## src/rtl/r5p_pkg.sv

```systemverilog
// Shared types for the r5p bus arbiter: requester ownership and read-return tags.
package r5p_pkg;

  // Which requester owns a grant, a lock or a pending read.
  typedef enum logic [1:0] {
    OWN_NONE = 2'd0,
    OWN_IF   = 2'd1,
    OWN_LS   = 2'd2
  } own_t;

  // Read-return tag: valid flag plus the owner that receives the data.
  typedef struct packed {
    logic vld;
    own_t own;
  } rtag_t;

  localparam rtag_t RTAG_IDLE = '{vld: 1'b0, own: OWN_NONE};

  // Build a tag for a transfer; only reads produce a valid tag.
  function automatic rtag_t rtag_make(input logic hs, input logic wen, input own_t own);
    rtag_t t;
    t = RTAG_IDLE;
    if (hs && !wen) begin
      t.vld = 1'b1;
      t.own = own;
    end else begin
      t = RTAG_IDLE;
    end
    return t;
  endfunction

endpackage

```

## src/rtl/r5p_bus_arbiter_chk.sv

```systemverilog
// Protocol checks for the bus arbiter: a stalled (locked) requester must keep
// its request asserted until the handshake.
module r5p_bus_arbiter_chk
  import r5p_pkg::*;
(
  input logic clk,
  input logic rst,
  input own_t lock,
  input logic if_vld,
  input logic ls_vld
);

  a_if_hold: assert property (@(posedge clk) disable iff (rst) (lock == OWN_IF) |-> if_vld)
    else $error("IF dropped vld while its request was stalled");

  a_ls_hold: assert property (@(posedge clk) disable iff (rst) (lock == OWN_LS) |-> ls_vld)
    else $error("LS dropped vld while its request was stalled");

endmodule

```

## src/rtl/r5p_bus_arbiter_rtag.sv

```systemverilog
// RLAT-deep shift register of read-return tags. A tag pushed in the handshake
// cycle pops exactly RLAT cycles later, aligned with the memory read data.
module r5p_bus_arbiter_rtag
  import r5p_pkg::*;
#(
  parameter int unsigned RLAT = 1
) (
  input  logic  clk,
  input  logic  rst,
  input  rtag_t push,
  output rtag_t pop
);

  generate
    if (RLAT == 0) begin : g_comb
      assign pop = push;
    end else begin : g_pipe
      rtag_t tag_r [RLAT];

      // Shift tags one stage per cycle; reset discards everything in flight.
      always_ff @(posedge clk or posedge rst) begin
        if (rst) begin
          for (int i = 0; i < int'(RLAT); i++) begin
            tag_r[i] <= RTAG_IDLE;
          end
        end else begin
          tag_r[0] <= push;
          for (int i = 1; i < int'(RLAT); i++) begin
            tag_r[i] <= tag_r[i-1];
          end
        end
      end

      assign pop = tag_r[RLAT-1];
    end
  endgenerate

endmodule

```

## src/rtl/r5p_bus_arbiter.sv

```systemverilog
// Shares one memory port between the r5p instruction-fetch and load/store
// buses. LS has priority unless IF has been refused MAXW times in a row; a
// stalled request keeps its grant; read data is routed back by tag.
module r5p_bus_arbiter
  import r5p_pkg::*;
#(
  parameter int unsigned AW   = 32,
  parameter int unsigned DW   = 32,
  parameter int unsigned BW   = DW/8,
  parameter int unsigned RLAT = 1,
  parameter int unsigned MAXW = 4
) (
  input  logic          clk,
  input  logic          rst,
  // instruction fetch
  input  logic          if_vld,
  input  logic [AW-1:0] if_adr,
  output logic [DW-1:0] if_rdt,
  output logic          if_rdy,
  // load/store
  input  logic          ls_vld,
  input  logic          ls_wen,
  input  logic [AW-1:0] ls_adr,
  input  logic [BW-1:0] ls_ben,
  input  logic [DW-1:0] ls_wdt,
  output logic [DW-1:0] ls_rdt,
  output logic          ls_rdy,
  // memory
  output logic          mem_vld,
  output logic          mem_wen,
  output logic [AW-1:0] mem_adr,
  output logic [BW-1:0] mem_ben,
  output logic [DW-1:0] mem_wdt,
  input  logic [DW-1:0] mem_rdt,
  input  logic          mem_rdy
);

  localparam logic [3:0] MAXW_C = 4'(MAXW);

  own_t          lock_r;
  own_t          grant_s;
  logic [3:0]    starve_r;
  logic          hs_s;
  rtag_t         push_s;
  rtag_t         pop_s;
  logic [DW-1:0] if_rdt_r;
  logic [DW-1:0] ls_rdt_r;

  // Pick the owner of the memory port this cycle (nothing while in reset).
  always_comb begin
    grant_s = OWN_NONE;
    if (rst) begin
      grant_s = OWN_NONE;
    end else if (lock_r != OWN_NONE) begin
      grant_s = lock_r;
    end else if (ls_vld && !((starve_r == MAXW_C) && if_vld)) begin
      grant_s = OWN_LS;
    end else if (if_vld) begin
      grant_s = OWN_IF;
    end else begin
      grant_s = OWN_NONE;
    end
  end

  // Route the granted requester onto the memory port and return its handshake.
  always_comb begin
    mem_vld = 1'b0;
    mem_wen = 1'b0;
    mem_adr = '0;
    mem_ben = '0;
    mem_wdt = '0;
    if_rdy  = 1'b0;
    ls_rdy  = 1'b0;
    case (grant_s)
      OWN_IF: begin
        mem_vld = if_vld;
        mem_wen = 1'b0;
        mem_adr = if_adr;
        mem_ben = '1;
        mem_wdt = '0;
        if_rdy  = mem_rdy;
      end
      OWN_LS: begin
        mem_vld = ls_vld;
        mem_wen = ls_wen;
        mem_adr = ls_adr;
        mem_ben = ls_ben;
        mem_wdt = ls_wdt;
        ls_rdy  = mem_rdy;
      end
      default: begin
        mem_vld = 1'b0;
        if_rdy  = 1'b0;
        ls_rdy  = 1'b0;
      end
    endcase
  end

  assign hs_s   = mem_vld & mem_rdy;
  assign push_s = rtag_make(hs_s, mem_wen, grant_s);

  // Hold the grant on a stalled request and count consecutive IF refusals.
  always_ff @(posedge clk or posedge rst) begin
    if (rst) begin
      lock_r   <= OWN_NONE;
      starve_r <= 4'd0;
    end else begin
      if ((grant_s != OWN_NONE) && mem_vld && !mem_rdy) begin
        lock_r <= grant_s;
      end else begin
        lock_r <= OWN_NONE;
      end
      if (if_vld && if_rdy) begin
        starve_r <= 4'd0;
      end else if (if_vld && (starve_r != MAXW_C)) begin
        starve_r <= starve_r + 4'd1;
      end else begin
        starve_r <= starve_r;
      end
    end
  end

  r5p_bus_arbiter_rtag #(
    .RLAT (RLAT)
  ) u_rtag (
    .clk  (clk),
    .rst  (rst),
    .push (push_s),
    .pop  (pop_s)
  );

  // Capture returning read data into the owner's hold register.
  always_ff @(posedge clk or posedge rst) begin
    if (rst) begin
      if_rdt_r <= '0;
      ls_rdt_r <= '0;
    end else begin
      if (pop_s.vld && (pop_s.own == OWN_IF)) begin
        if_rdt_r <= mem_rdt;
      end
      if (pop_s.vld && (pop_s.own == OWN_LS)) begin
        ls_rdt_r <= mem_rdt;
      end
    end
  end

  // With zero latency the data is forwarded in the handshake cycle itself.
  generate
    if (RLAT == 0) begin : g_fwd
      assign if_rdt = (pop_s.vld && (pop_s.own == OWN_IF)) ? mem_rdt : if_rdt_r;
      assign ls_rdt = (pop_s.vld && (pop_s.own == OWN_LS)) ? mem_rdt : ls_rdt_r;
    end else begin : g_hold
      assign if_rdt = if_rdt_r;
      assign ls_rdt = ls_rdt_r;
    end
  endgenerate

  r5p_bus_arbiter_chk u_chk (
    .clk    (clk),
    .rst    (rst),
    .lock   (lock_r),
    .if_vld (if_vld),
    .ls_vld (ls_vld)
  );

endmodule

```

## config.mk

```make
export PLATFORM = sky130hd
export DESIGN_NAME = r5p_bus_arbiter
export DESIGN_NICKNAME = d
export VERILOG_FILES = /design/src/rtl/r5p_pkg.sv /design/src/rtl/r5p_bus_arbiter_chk.sv /design/src/rtl/r5p_bus_arbiter_rtag.sv /design/src/rtl/r5p_bus_arbiter.sv
export SDC_FILE = /design/constraint.sdc
export NUM_CORES = 1
export LEC_CHECK = 0
export CAP_MARGIN = 20
export CORE_AREA = 2 2 106 108
export DETAILED_ROUTE_END_ITERATION = 10
export DIE_AREA = 0 0 108 110
export PLACE_DENSITY = 0.85
export SYNTH_ARGS = -nofsm -noshare
export SYNTH_HDL_FRONTEND = slang
export SYNTH_SLANG_ARGS = --single-unit
```

## constraint.sdc

```tcl
create_clock -name clk -period 9.8 [get_ports clk]
set_input_delay 1.47 -clock clk [delete_from_list [all_inputs] [get_ports clk]]
set_output_delay 1.47 -clock clk [all_outputs]
set_load 0.01 [all_outputs]
```

# After elaboration in Yosys (flattened, before gate mapping)
# Index checks and enable logic that the tools add are counted.
[op_classes]
n_eq_ne = 6
addsub = 1
mux = 15
reduce_logical = 15
n_bitwise = 1
[ops]
columns = ["op", "n"]
rows = [
  ["$pmux 32 s2", 1],
  ["$mux 32", 1],
  ["$logic_and 1x1->1", 9],
  ["$mux 2", 4],
  ["$mux 4", 2],
  ["$pmux 4 s2", 1],
  ["$reduce_bool 2->1", 3],
  ["$add 4x1->4 const B", 1],
  ["$eq 2x1->1 const B", 2],
  ["$eq 2x2->1 const B", 2],
  ["$eq 4x3->1 const B", 1],
  ["$mux 1", 4],
  ["$ne 4x3->1 const B", 1],
  ["$logic_not 1->1", 3],
  ["$mux 3", 1],
  ["$pmux 1 s2", 1],
  ["$and 1x1->1", 1],
]
[word_totals]
regBits = 73

# Longest topological paths before layout
[depth]
ltp_word = 12
ltp_mapped = 10
depth_no_buf = 10

# Cells and area by module
# Synthesis repeated with hierarchy kept, for this count alone.
[hier_totals]
cells_unflattened = 309
hier_area_um2 = 3648.5
[by_module_without_submodules]
columns = ["module", "cells_each", "area_each_um2", "n_inst", "seq_area_each_um2"]
rows = [
  ["r5p_bus_arbiter", 305, 3569.7, 1, 1751.7],
  ["r5p_bus_arbiter_rtag", 4, 78.8, 1, 75.1],
]

# Worst setup path before layout
# OpenSTA, ideal clock, no wires.
[synth_path]
path_type = "input-to-output"
from = "in rst"
to = "out mem_adr[14]"
t_required_ns = 8.330
cell_stages = 6
arrival_time_ns = 4.756
setup_slack_ns = 3.574
cell_sequence = "inv_1 -> o221ai_1 -> ha_1 -> clkbuf_1 -> clkbuf_1 -> nor2b_1"
[synth_between]
elab_chain_cells = 3
[synth_lines]
columns = ["item", "line_no", "rtl"]
rows = [
  ["start: declaration", "r5p_bus_arbiter.sv:14", "input logic rst,"],
  ["$mux 2 (*)", "r5p_bus_arbiter.sv:52", "if (rst) begin"],
  ["$eq 2x2->1 / $eq 2x1->1 (equally long branches)", "r5p_bus_arbiter.sv:74", "case (grant_s)"],
  ["$pmux 32 s2 (*)", "r5p_bus_arbiter.sv:74", ""],
  ["end: declaration", "r5p_bus_arbiter.sv:31", "output logic [AW-1:0] mem_adr,"],
]
# Mark *: on every way between the ends. The rest lies on a longest branch, timed or not.

# Worst setup path in the final report
[layout_path]
from = "in if_vld"
to = "out mem_vld"
[layout_between]
elab_chain_cells = 8
[layout_lines]
columns = ["item", "line_no", "rtl"]
rows = [
  ["start: declaration", "r5p_bus_arbiter.sv:16", "input logic if_vld,"],
  ["$logic_and 1x1->1", "r5p_bus_arbiter.sv:56", "end else if (ls_vld && !((starve_r == MAXW_C) && if_vld)) begin"],
  ["$logic_not 1->1", "r5p_bus_arbiter.sv:56", ""],
  ["$logic_and 1x1->1", "r5p_bus_arbiter.sv:56", ""],
  ["$mux 2", "r5p_bus_arbiter.sv:56", ""],
  ["$mux 2", "r5p_bus_arbiter.sv:54", "end else if (lock_r != OWN_NONE) begin"],
  ["$mux 2", "r5p_bus_arbiter.sv:52", ""],
  ["$eq 2x2->1 / $eq 2x1->1 (equally long branches)", "r5p_bus_arbiter.sv:74", ""],
  ["$pmux 1 s2 (*)", "r5p_bus_arbiter.sv:74", ""],
  ["end: declaration", "r5p_bus_arbiter.sv:29", "output logic mem_vld,"],
]
# Marks and branches as above.

==> impl_metrics.json <==
{
  "routed_wl_mm": 12.0,
  "initial_core_util_pct": 34.2,
  "path_cells": "clkdlybuf4s50_1 -> nand2b_1 -> a221o_1 -> ha_1 -> nand2_1 -> inv_1 -> clkdlybuf4s50_1",
  "std_cell_rows": 38,
  "path_max_fanout": 38,
  "cts_buffers": 9,
  "final_common_cell": "clkdlybuf4s50_1",
  "insertion_delay_ns": 0.35,
  "area_growth_pct": 83.4,
  "core-area_um2": 10700,
  "tightest_slew_ns": 0.897,
  "die_area_um2": 11900,
  "grt.total_usage_pct": 19.8,
  "required_ns": 8.33,
  "final_nets": 718,
  "drive_gt1_share_pct": 15.5,
  "gp_congestion": 0.854,
  "first_global_vias": 3462,
  "slew_violations": 0,
  "cts-root-buf": "clkbuf_8",
  "cts-resized-gates": 0,
  "clk_path_buf_depth": 2,
  "hold_class": "reg -> reg",
  "drt_pass1_iterations": 5,
  "pwr_density_cell_nw_per_um2": 119,
  "ys_warn_count": 0,
  "post_cts.repair.setup_buffers": 0,
  "syn-num-nets": 451,
  "maxCapViolations": 0,
  "critPathKind": "in -> out",
  "grt_pass1_wl_mm": 17.8,
  "drt_iter0_markers": 137,
  "rrSetupSlack_ns": 7.11,
  "post-route-period-util_pct": 59.7,
  "grt_max_degree": 74,
  "antennaDiodeCount": 0,
  "num_vias": 3427,
  "ir_worst_vdd_v": 0.0000777,
  "status": "finished clean",
  "mostFrequentLayoutCells": "clkdlybuf4s50_1 (273), dfrtp_1 (73), mux2_2 (64), nor2b_1 (37), and2_1 (35)",
  "clkTransAtPathRegs_ns": 0.07,
  "die_y_um": 110,
  "fmax_ghz": 0.171,
  "stdcell_count": 719,
  "wl_per_cell_um": 16.7,
  "ys_seq_elements": 73,
  "antenna_found_initial": 0,
  "numPortBuffers": 273,
  "syn_area_um2": 3650,
  "hpwl_mm": 9.59,
  "slowest_delay_ns": 0.88,
  "tns_ns": 0,
  "syn_inst": 308,
  "crit_path_frequent_cell": "clkdlybuf4s50_1",
  "relSlewSlack_pct": 40.2,
  "num_io_pins": 274,
  "finalSetupViolCount": 0,
  "cts.sinks": 73,
  "synthArstFlopShare_pct": 100,
  "cp_slowest_cell": "ha_1",
  "tritoncts": "yes",
  "cp-start-kind": "input port",
  "postSynthAreaPerCell_um2": 11.9,
  "timing.final.crit_period_ns": 5.85,
  "skew_ns": 0.00756,
  "drc_errors": 0,
  "dp.cells": 703,
  "die_w_um": 108,
  "cts.htree.levels": 3,
  "via_per_inst": 4.77,
  "leakage_nw": 2.66,
  "synth_ff_type": "dfrtp_1",
  "hold_violations": 0,
  "hold_buffers": 0,
  "seq_area_frac_synth_pct": 50.0,
  "yosysUniqueCellTypes": 30,
  "synth_edf_count": 0,
  "crit_arrival_ns": 4.38,
  "rsz0062_at_grt": "false",
  "gr-total-overflow": 0,
  "worst_setup_path_end_kind": "output pin",
  "final_antenna_net_count": 0
}
## flip-flops by register name (all words and copies together), names as in the netlist
register / flops
if_rdt: 32
ls_rdt: 32
lock_r: 2
u_rtag.pop: 3
starve_r: 4
## power breakdown
| part | switching, W | internal [W] | leakage (nW) |
|---|---|---|---|
| registers | 0.0000167 | 0.000323 | 0.865 |
| logic | 0.0000939 | 0.000151 | 1.71 |
| clock network | 0.000101 | 0.000111 | 0.0915 |
| total | 0.000212 | 0.000585 | 2.66 |
## per-stage QoR
step	total power [W]	utilization (%)	hold WS, ns	setup WS (ns)	instance area (um^2)
after global routing	0.000844	62.6	0.518	3.75	6700
final	0.000797	62.6	0.504	3.95	6700
after CTS	0.000808	62.5	0.508	3.81	6680
after detailed placement	0.000590	60.8	0.492	3.80	6500
after floorplan	0.000449	-	0.518	3.57	3650
after global placement	0.000582	60.8	0.486	3.95	6500
## layer usage
| layer | routed length, um | global-route usage [%] |
|---|---|---|
| met1 | 4080 | 19.8 |
| met2 | 6540 | 37.3 |
| met5 | 0 | 0 |
| met4 | 307 | 7.97 |
| met3 | 1090 | 6.94 |
## synthesized netlist by cell type (2+ instances only)
cell	count	area [um^2]
a21oi_1	4	20.0
a22oi_1	32	240
a32o_1	2	20.0
and2_1	35	219
buf_1	2	7.51
buf_2	10	50.1
clkbuf_1	10	37.5
dfrtp_1	73	1830
ha_1	5	62.6
inv_1	10	37.5
mux2_2	64	721
nand2_1	3	11.3
nand2b_1	2	12.5
nand3b_1	2	15.0
nor2_1	2	7.51
nor2b_1	37	231
o21ai_0	2	10.0
## worst max-delay path: cells and delay by family
family / cells / cell delay, ns
and+or+nand+nor: 2 / 0.35
buffers and inverters: 3 / 1.28
AOI/OAI and AO/OA: 1 / 0.40
adders and majority gates: 1 / 0.88
## worst paths after layout
path | depth (start not counted) | start | endpoint
max | 7 | if_vld | mem_vld
min in group asynchronous | 3 | rst | lock_r[1]$_DFF_PP0_
max in group asynchronous | 3 | rst | starve_r[2]$_DFFE_PP0P_
max reg2reg | 7 | starve_r[0]$_DFFE_PP0P_ | lock_r[1]$_DFF_PP0_
min reg2reg | 1 | if_rdt[13]$_DFFE_PP0P_ | if_rdt[13]$_DFFE_PP0P_
min | 1 | if_rdt[13]$_DFFE_PP0P_ | if_rdt[13]$_DFFE_PP0P_
## cell families after synthesis
| group | after synthesis | synth area share [%] |
|---|---|---|
| AO/OA/AOI/OAI | 46 | 9.45 |
| adder cells (fa/ha/maj) | 5 | 1.71 |
| buffers and inverters | 32 | 3.63 |
| flip-flops | 73 | 50.0 |
| multiplexers | 64 | 19.7 |
| AND/OR/NAND/NOR | 88 | 15.5 |
## layout make-up
cell class,count,area (um^2)
Multi-Input combinational cell,203,1700
Fill cell,838,4000
Tap cell,140,175
Sequential cell,73,1830
Timing Repair Buffer,278,2780
Clock buffer,13,169
Clock inverter,2,12.5
Inverter,10,37.5
Power figures use the tool's default switching activity.
